[src/rtl/sparse_compactor_pkg.sv]
// Shared types and helpers for the sparse compaction path.
// Fixed-point widths are common with the sibling update blocks.
package sparse_pkg;

  localparam int IL   = 8;
  localparam int FL   = 12;
  localparam int MAXW = 64;

  typedef enum logic [1:0] {
    IDLE = 2'b00,
    SCAN = 2'b01,
    DONE = 2'b10
  } sparse_state_t;

  // Magnitude of a sign-extended value; one extra bit so the
  // most negative input does not wrap.
  function automatic logic [MAXW:0] abs_mag(
    input logic [MAXW-1:0] x
  );
    logic [MAXW:0] e;
    e = {x[MAXW-1], x};
    return x[MAXW-1] ? (~e + {{MAXW{1'b0}}, 1'b1}) : e;
  endfunction

endpackage

[src/rtl/sparse_compactor_lane_keep_prefix.sv]
// Per-lane keep decision with exclusive prefix counts and popcount.
// Purely combinational; one instance serves all scan lanes.
module lane_keep_prefix
  import sparse_pkg::*;
#(
  parameter int W     = 20,
  parameter int LANES = 1,
  parameter int PW    = 4,
  parameter int CW    = 5
) (
  input  logic [LANES*W-1:0]  i_x,
  input  logic [W-1:0]        i_thr,
  output logic [LANES-1:0]    o_keep,
  output logic [LANES*PW-1:0] o_pfx,
  output logic [CW-1:0]       o_cnt
);

  logic [MAXW:0] w_thr;
  logic [CW-1:0] w_acc;

  assign w_thr = {{(MAXW+1-W){1'b0}}, i_thr};

  always_comb begin
    w_acc  = '0;
    o_keep = '0;
    o_pfx  = '0;
    for (int k = 0; k < LANES; k++) begin
      o_keep[k] = abs_mag({{(MAXW-W){i_x[k*W+W-1]}},
                           i_x[k*W +: W]}) > w_thr;
      o_pfx[k*PW +: PW] = w_acc[PW-1:0];
      w_acc = w_acc + {{(CW-1){1'b0}}, o_keep[k]};
    end
  end

  assign o_cnt = w_acc;

endmodule

[src/rtl/sparse_compactor.sv]
// Stream compactor: packs elements whose magnitude exceeds a
// threshold to the low slots, with source indices and count.
module sparse_compactor #(
  parameter int IL    = sparse_pkg::IL,
  parameter int FL    = sparse_pkg::FL,
  parameter int N     = 16,
  parameter int LANES = 1,
  localparam int W    = IL + FL,
  localparam int IDXW = $clog2(N),
  localparam int CNTW = $clog2(N + 1)
) (
  input  logic              clk,
  input  logic              reset,
  input  logic              in_valid,
  output logic              in_ready,
  input  logic [N*W-1:0]    in_vec,
  input  logic [W-1:0]      threshold,
  output logic              out_valid,
  input  logic              out_ready,
  output logic [N*W-1:0]    out_vec,
  output logic [N*IDXW-1:0] out_idx,
  output logic [CNTW-1:0]   out_nnz,
  output logic [1:0]        state
);

  import sparse_pkg::*;

  sparse_state_t r_state;
  sparse_state_t w_next;

  logic [W-1:0]    r_vec  [N];
  logic [W-1:0]    r_ovec [N];
  logic [IDXW-1:0] r_oidx [N];
  logic [W-1:0]    r_thr;
  logic [IDXW-1:0] r_iptr;
  logic [CNTW-1:0] r_optr;
  logic [CNTW-1:0] r_nnz;

  logic [LANES*W-1:0]    w_lx;
  logic [LANES-1:0]      w_keep;
  logic [LANES*IDXW-1:0] w_pfx;
  logic [CNTW-1:0]       w_cnt;
  logic [IDXW-1:0]       w_slot [LANES];
  logic                  w_last;
  logic                  w_take;

  assign in_ready  = (r_state == IDLE);
  assign out_valid = (r_state == DONE);
  assign state     = r_state;
  assign out_nnz   = r_nnz;
  assign w_take    = in_valid && (r_state == IDLE);
  assign w_last    = (r_iptr == IDXW'(N - LANES));

  for (genvar g = 0; g < N; g++) begin : g_out
    assign out_vec[g*W +: W]       = r_ovec[g];
    assign out_idx[g*IDXW +: IDXW] = r_oidx[g];
  end

  always_comb begin
    w_lx = '0;
    for (int k = 0; k < LANES; k++) begin
      w_lx[k*W +: W] = r_vec[r_iptr + IDXW'(k)];
    end
  end

  lane_keep_prefix #(
    .W     (W),
    .LANES (LANES),
    .PW    (IDXW),
    .CW    (CNTW)
  ) u_keep (
    .i_x    (w_lx),
    .i_thr  (r_thr),
    .o_keep (w_keep),
    .o_pfx  (w_pfx),
    .o_cnt  (w_cnt)
  );

  // A kept lane's slot is always < N, so the low bits suffice.
  always_comb begin
    for (int k = 0; k < LANES; k++) begin
      w_slot[k] = r_optr[IDXW-1:0] + w_pfx[k*IDXW +: IDXW];
    end
  end

  always_ff @(posedge clk) begin
    if (reset) r_state <= IDLE;
    else       r_state <= w_next;
  end

  always_comb begin
    w_next = IDLE;
    case (r_state)
      IDLE:    w_next = w_take ? SCAN : IDLE;
      SCAN:    w_next = w_last ? DONE : SCAN;
      DONE:    w_next = out_ready ? IDLE : DONE;
      default: w_next = IDLE;
    endcase
  end

  always_ff @(posedge clk) begin
    if (reset) begin
      r_thr  <= '0;
      r_iptr <= '0;
      r_optr <= '0;
      r_nnz  <= '0;
      for (int i = 0; i < N; i++) begin
        r_vec[i]  <= '0;
        r_ovec[i] <= '0;
        r_oidx[i] <= '0;
      end
    end else if (w_take) begin
      r_thr  <= threshold;
      r_iptr <= '0;
      r_optr <= '0;
      r_nnz  <= '0;
      for (int i = 0; i < N; i++) begin
        r_vec[i]  <= in_vec[i*W +: W];
        r_ovec[i] <= '0;
        r_oidx[i] <= '0;
      end
    end else if (r_state == SCAN) begin
      for (int k = 0; k < LANES; k++) begin
        if (w_keep[k]) begin
          r_ovec[w_slot[k]] <= w_lx[k*W +: W];
          r_oidx[w_slot[k]] <= r_iptr + IDXW'(k);
        end
      end
      r_iptr <= r_iptr + IDXW'(LANES);
      r_optr <= r_optr + w_cnt;
      if (w_last) r_nnz <= r_optr + w_cnt;
    end
  end

endmodule

[config.mk]
export PLATFORM = sky130hd
export DESIGN_NAME = sparse_compactor
export DESIGN_NICKNAME = d
export VERILOG_FILES = /design/src/rtl/sparse_compactor_pkg.sv /design/src/rtl/sparse_compactor_lane_keep_prefix.sv /design/src/rtl/sparse_compactor.sv
export SDC_FILE = /design/constraint.sdc
export NUM_CORES = 1
export LEC_CHECK = 0
export ABC_AREA = 0
export BUFFER_PORTS_ARGS = -buffer_cell sky130_fd_sc_hd__buf_2
export CAP_MARGIN = 20
export CORE_AREA = 3 3 282 284
export DETAILED_ROUTE_END_ITERATION = 16
export DIE_AREA = 0 0 285 287
export PLACE_DENSITY = 0.58
export SLEW_MARGIN = 20
export SYNTH_ARGS = -nofsm -noshare
export SYNTH_HDL_FRONTEND = slang
export SYNTH_SLANG_ARGS = --single-unit
[constraint.sdc]
create_clock -name clk -period 22.9 [get_ports clk]
set_input_delay 6.87 -clock clk [delete_from_list [all_inputs] [get_ports clk]]
set_output_delay 6.87 -clock clk [all_outputs]
set_load 0.01 [all_outputs]
==> metrics list <==
- The largest single stage delay on the critical path is between 0.7 and 0.8 ns.
- Synthesized cell area: 30500 um^2
* Share of cells above drive strength 1: 0.362
- Of the total power, registers draw 0.496.
* Fin. max-slew vios: 0
* HPWL after detailed placement: around 73 mm
- Longest Clk Path Bufs: 3
- After detailed routing, the number of remaining DRC violations is 0.
* Final Hold Vio Count: 0
- Global routing finished with a remaining overflow of 0.
- Smallest setup slack after layout: between 10 and 15 ns
* Reported net switching power: 0.845 mW
- The multi-input combinational cells in the finished layout cover a total of approximately 7900 um^2.
- Synthesis produced a netlist whose cell count is between 2000 and 2500.
* EDFF count, synth: around 700
- Transition at the pin with the smallest max-transition slack: 1.10 ns
* Fmax: 110 MHz
* Static power due to leakage: 15.2 nW
- Max VDD drop: 0.0498 mV
* Detail-routed via count per cell: 5.13
- The die covers 81800 um^2.
* Commonest non-fill, non-tap cell in the layout: sky130_fd_sc_hd__buf_2
* Kind of end point of the critical path: flip-flop
- Post-CTS setup buffer count: 0
- Number of iterations in the first detailed-routing pass: 7
- In this run the vertical extent of the chip is 287 um.
- Worst path arrival time: 9.32 ns
- For this run, the leading register cell type out of synthesis is sky130_fd_sc_hd__edfxtp_1.
- Number of levels the H-tree was split into: 3
- Antenna violations before repair: 25
- The first global-routing pass estimated 142 mm of wire.
- After detailed routing, the average wire length per cell comes to 26.1 um.
- Min-delay worst type: flip-flop to flip-flop
* Avg Synthesized Cell Area: ~15 um^2
- Dividing total power by cell area gives a power density of just under 90 nW/um^2.
- Excluding fillers, the count of instances in the completed layout stands at 3873.
* Total track usage: 0.241
* Vias in the first global route: 20093
* Critical path startpoint category: primary input
* FF+latch area: 21900 um^2
- Counting flops and latches in the post-synthesis netlist gives around 740.
- Summing all placed instances gives a cell area of 35300 um^2.
* Highest-delay cell along the critical path: sky130_fd_sc_hd__nand2_1
- Unique masters post-synth: 54
* Initial drt markers: between 1500 and 2000
- Setup repair after global routing left no endpoint under its margin.
* CTS tree: built
- Relative area change from synthesis to final layout: 24.6%
- The critical path is of the primary input to flip-flop type.
- ANT nets after route: 0
* Clock sinks: between 700 and 800
- The Yosys step of the flow raised 0 warnings.
* CTS buffer count: 79
* Fillcell total: between 6000 and 7000
* Clock transition at the registers of the reported paths: 0.06 ns
* Drt total wl: 101 mm
* Cell area after layout: 37900 um^2
* Top library cells by usage in the layout, fill and taps aside: sky130_fd_sc_hd__buf_2, sky130_fd_sc_hd__edfxtp_1, sky130_fd_sc_hd__nor2_1, sky130_fd_sc_hd__and2_1, sky130_fd_sc_hd__nor2b_1
- Maximum number of pins on one net before global-route repair: 124
- Number of vias in the routed layout: 19867
- Hold-fix buffers, CTS: 0
- Setup TNS after final layout: 0 ns
- Total nets after synthesis: 2423
* Run status: complete, no violations
- After floorplanning, the core was divided into 102 placement rows.
- The congestion estimate from routability-driven global placement came to between 0.8 and 0.9.
* Period utilization: 0.396
- The core region is between 70000 and 80000 um^2.
- The share of total power dissipated in the clock network is 0.380.
* Worst rel slew slack: 0.262
* Number of ports placed on the die boundary: 737
- Clock insertion delay at the later pin of the skew report: 0.64 ns
- Before CTS, the worst setup slack after placement is 13.04 ns.
- The share of the Yosys chip area taken by registers is 0.720.
- Final net count: 3133
- Starting Density: 0.394
- Share of total power in combinational logic: 0.123
- In this run the clock root is driven by a sky130_fd_sc_hd__clkbuf_16.
- The signal on the critical path passes through buf_4 > nor2_1 > nand2_1 > nor3_1 > o211ai_1 > buf_4 > nand2_1.
* Cell Int Power: around 2.5 mW
- Switching part of the total: 0.256
* Total of endpoints with negative setup slack in the final report: 0
* Crit Path Max Fanout: 44
* Required time of the worst setup path: between 20 and 25 ns
- In this run, post-CTS repair resized a total of 0 instances.
- Total Power: between 3 and 4 mW
* Async set-reset flop share out of synthesis: 0
- Clock skew on the completed layout was measured at 0.0394 ns.
* Total placed cells including tap cells: 3722
* Die span in x: 285 um
* Number of buffers added on ports: roughly 740
- The tool flagged a number of max-cap violations equal to 0.
* Post-layout minimum cycle time: slightly above 9 ns
synth_stat cells (2+ instances only):
master | n | area, um^2
sky130_fd_sc_hd__a31oi_1 | 2 | 12.5
sky130_fd_sc_hd__inv_1 | 30 | 113
sky130_fd_sc_hd__o21ai_0 | 24 | 120
sky130_fd_sc_hd__clkbuf_1 | 129 | 484
sky130_fd_sc_hd__nand3_1 | 11 | 55.1
sky130_fd_sc_hd__mux4_1 | 3 | 78.8
sky130_fd_sc_hd__nor2_2 | 2 | 12.5
sky130_fd_sc_hd__xnor2_1 | 15 | 131
sky130_fd_sc_hd__buf_6 | 7 | 78.8
sky130_fd_sc_hd__a22o_1 | 24 | 210
sky130_fd_sc_hd__mux4_2 | 77 | 1730
sky130_fd_sc_hd__buf_1 | 9 | 33.8
sky130_fd_sc_hd__edfxtp_1 | 704 | 21100
sky130_fd_sc_hd__a21o_1 | 9 | 67.6
sky130_fd_sc_hd__a211oi_1 | 3 | 22.5
sky130_fd_sc_hd__nor3_1 | 111 | 556
sky130_fd_sc_hd__nor2b_1 | 127 | 795
sky130_fd_sc_hd__nand2b_1 | 5 | 31.3
sky130_fd_sc_hd__buf_2 | 9 | 45.0
sky130_fd_sc_hd__dfxtp_1 | 40 | 801
sky130_fd_sc_hd__and4_1 | 2 | 17.5
sky130_fd_sc_hd__o211ai_1 | 14 | 105
sky130_fd_sc_hd__and2_1 | 206 | 1290
sky130_fd_sc_hd__nand4_1 | 5 | 31.3
sky130_fd_sc_hd__xor2_1 | 11 | 96.3
sky130_fd_sc_hd__buf_8 | 2 | 30.0
sky130_fd_sc_hd__nor2_4 | 2 | 22.5
sky130_fd_sc_hd__mux2i_1 | 7 | 70.1
sky130_fd_sc_hd__a221oi_4 | 4 | 105
sky130_fd_sc_hd__mux2_2 | 5 | 56.3
sky130_fd_sc_hd__nor2_1 | 313 | 1170
sky130_fd_sc_hd__a221oi_2 | 2 | 30.0
sky130_fd_sc_hd__ha_1 | 24 | 300
sky130_fd_sc_hd__o21ai_1 | 10 | 50.1
sky130_fd_sc_hd__o21a_1 | 3 | 22.5
sky130_fd_sc_hd__a21oi_1 | 13 | 65.1
sky130_fd_sc_hd__a41oi_1 | 2 | 17.5
sky130_fd_sc_hd__nand2_1 | 69 | 259
sky130_fd_sc_hd__nor4_1 | 2 | 12.5
sky130_fd_sc_hd__buf_4 | 4 | 30.0
routing by layer:
metal,routed length [um],vias to the layer above,part of all wire,global-route usage
met4,2960,26,0.029,0.0774
met1,38000,9782,0.38,0.297
li1,-,8846,-,-
met3,8360,194,0.083,0.0503
met2,51600,1019,0.51,0.425
met5,185,-,0.0018,0
power by group through the flow:
stage	clock (mW)	sequential (mW)	combinational, mW
after floorplan	0	1.69	0.202
after global placement	0	1.66	0.406
after detailed placement	0	1.67	0.411
after CTS	1.28	1.64	0.412
after global routing	1.33	1.65	0.438
final	1.26	1.64	0.407
final cells by class:
cell class	count	share of cell area
inverter	31	0.00327
clock inverter	39	0.0120
tap	1040	0.0343
multi-input combinational	1120	0.208
timing repair buffer	789	0.109
sequential	744	0.579
clock buffer	98	0.0546
antenna	12	0.000792
sequential cells by signal, summed over array words and instances, names as in the netlist, named ones only:
name and flops:
r_thr 20, r_ovec 320, r_vec 320, r_iptr 4, state 2, r_optr 5
r_oidx 64, out_nnz 5
cells by family (layout without fill, tap and decap cells):
logic type,count (synthesis),count (layout),synth area share
buffers and inverters,191,957,0.0269
and+or+nand+nor,860,860,0.141
xor gates and xnor gates,26,26,0.00748
muxes,92,92,0.0637
adders and majority gates,24,24,0.00986
AOI/OAI and AO/OA,118,118,0.0302
other,0,12,0
DFF,744,744,0.720
stage by stage:
step,hold WS (ns),utilization
6_report,0.487,0.490
2_1_floorplan,0.456,-
3_3_place_gp,0.471,0.457
4_1_cts,0.492,0.489
5_1_grt,0.504,0.490
3_5_place_dp,0.476,0.457
final timing paths:
check	from	end	slack (ns)	cells past startpoint
max	reset	r_ovec[1][15]	13.82	7
min	r_thr[0]	r_thr[0]	0.49	1
max reg2reg	flip-flop	r_ovec[14][12]	14.93	17
min reg2reg	r_thr[0]	r_thr[0]	0.49	1
worst max-delay path, delay by kind of cell:
| kind | cells | cell delay, ns |
|---|---|---|
| AOI/OAI and AO/OA | 1 | 0.11 |
| and+or+nand+nor | 4 | 1.79 |
| buffers and inverters | 2 | 0.53 |
No activity file was read; power rests on OpenSTA's default activity.
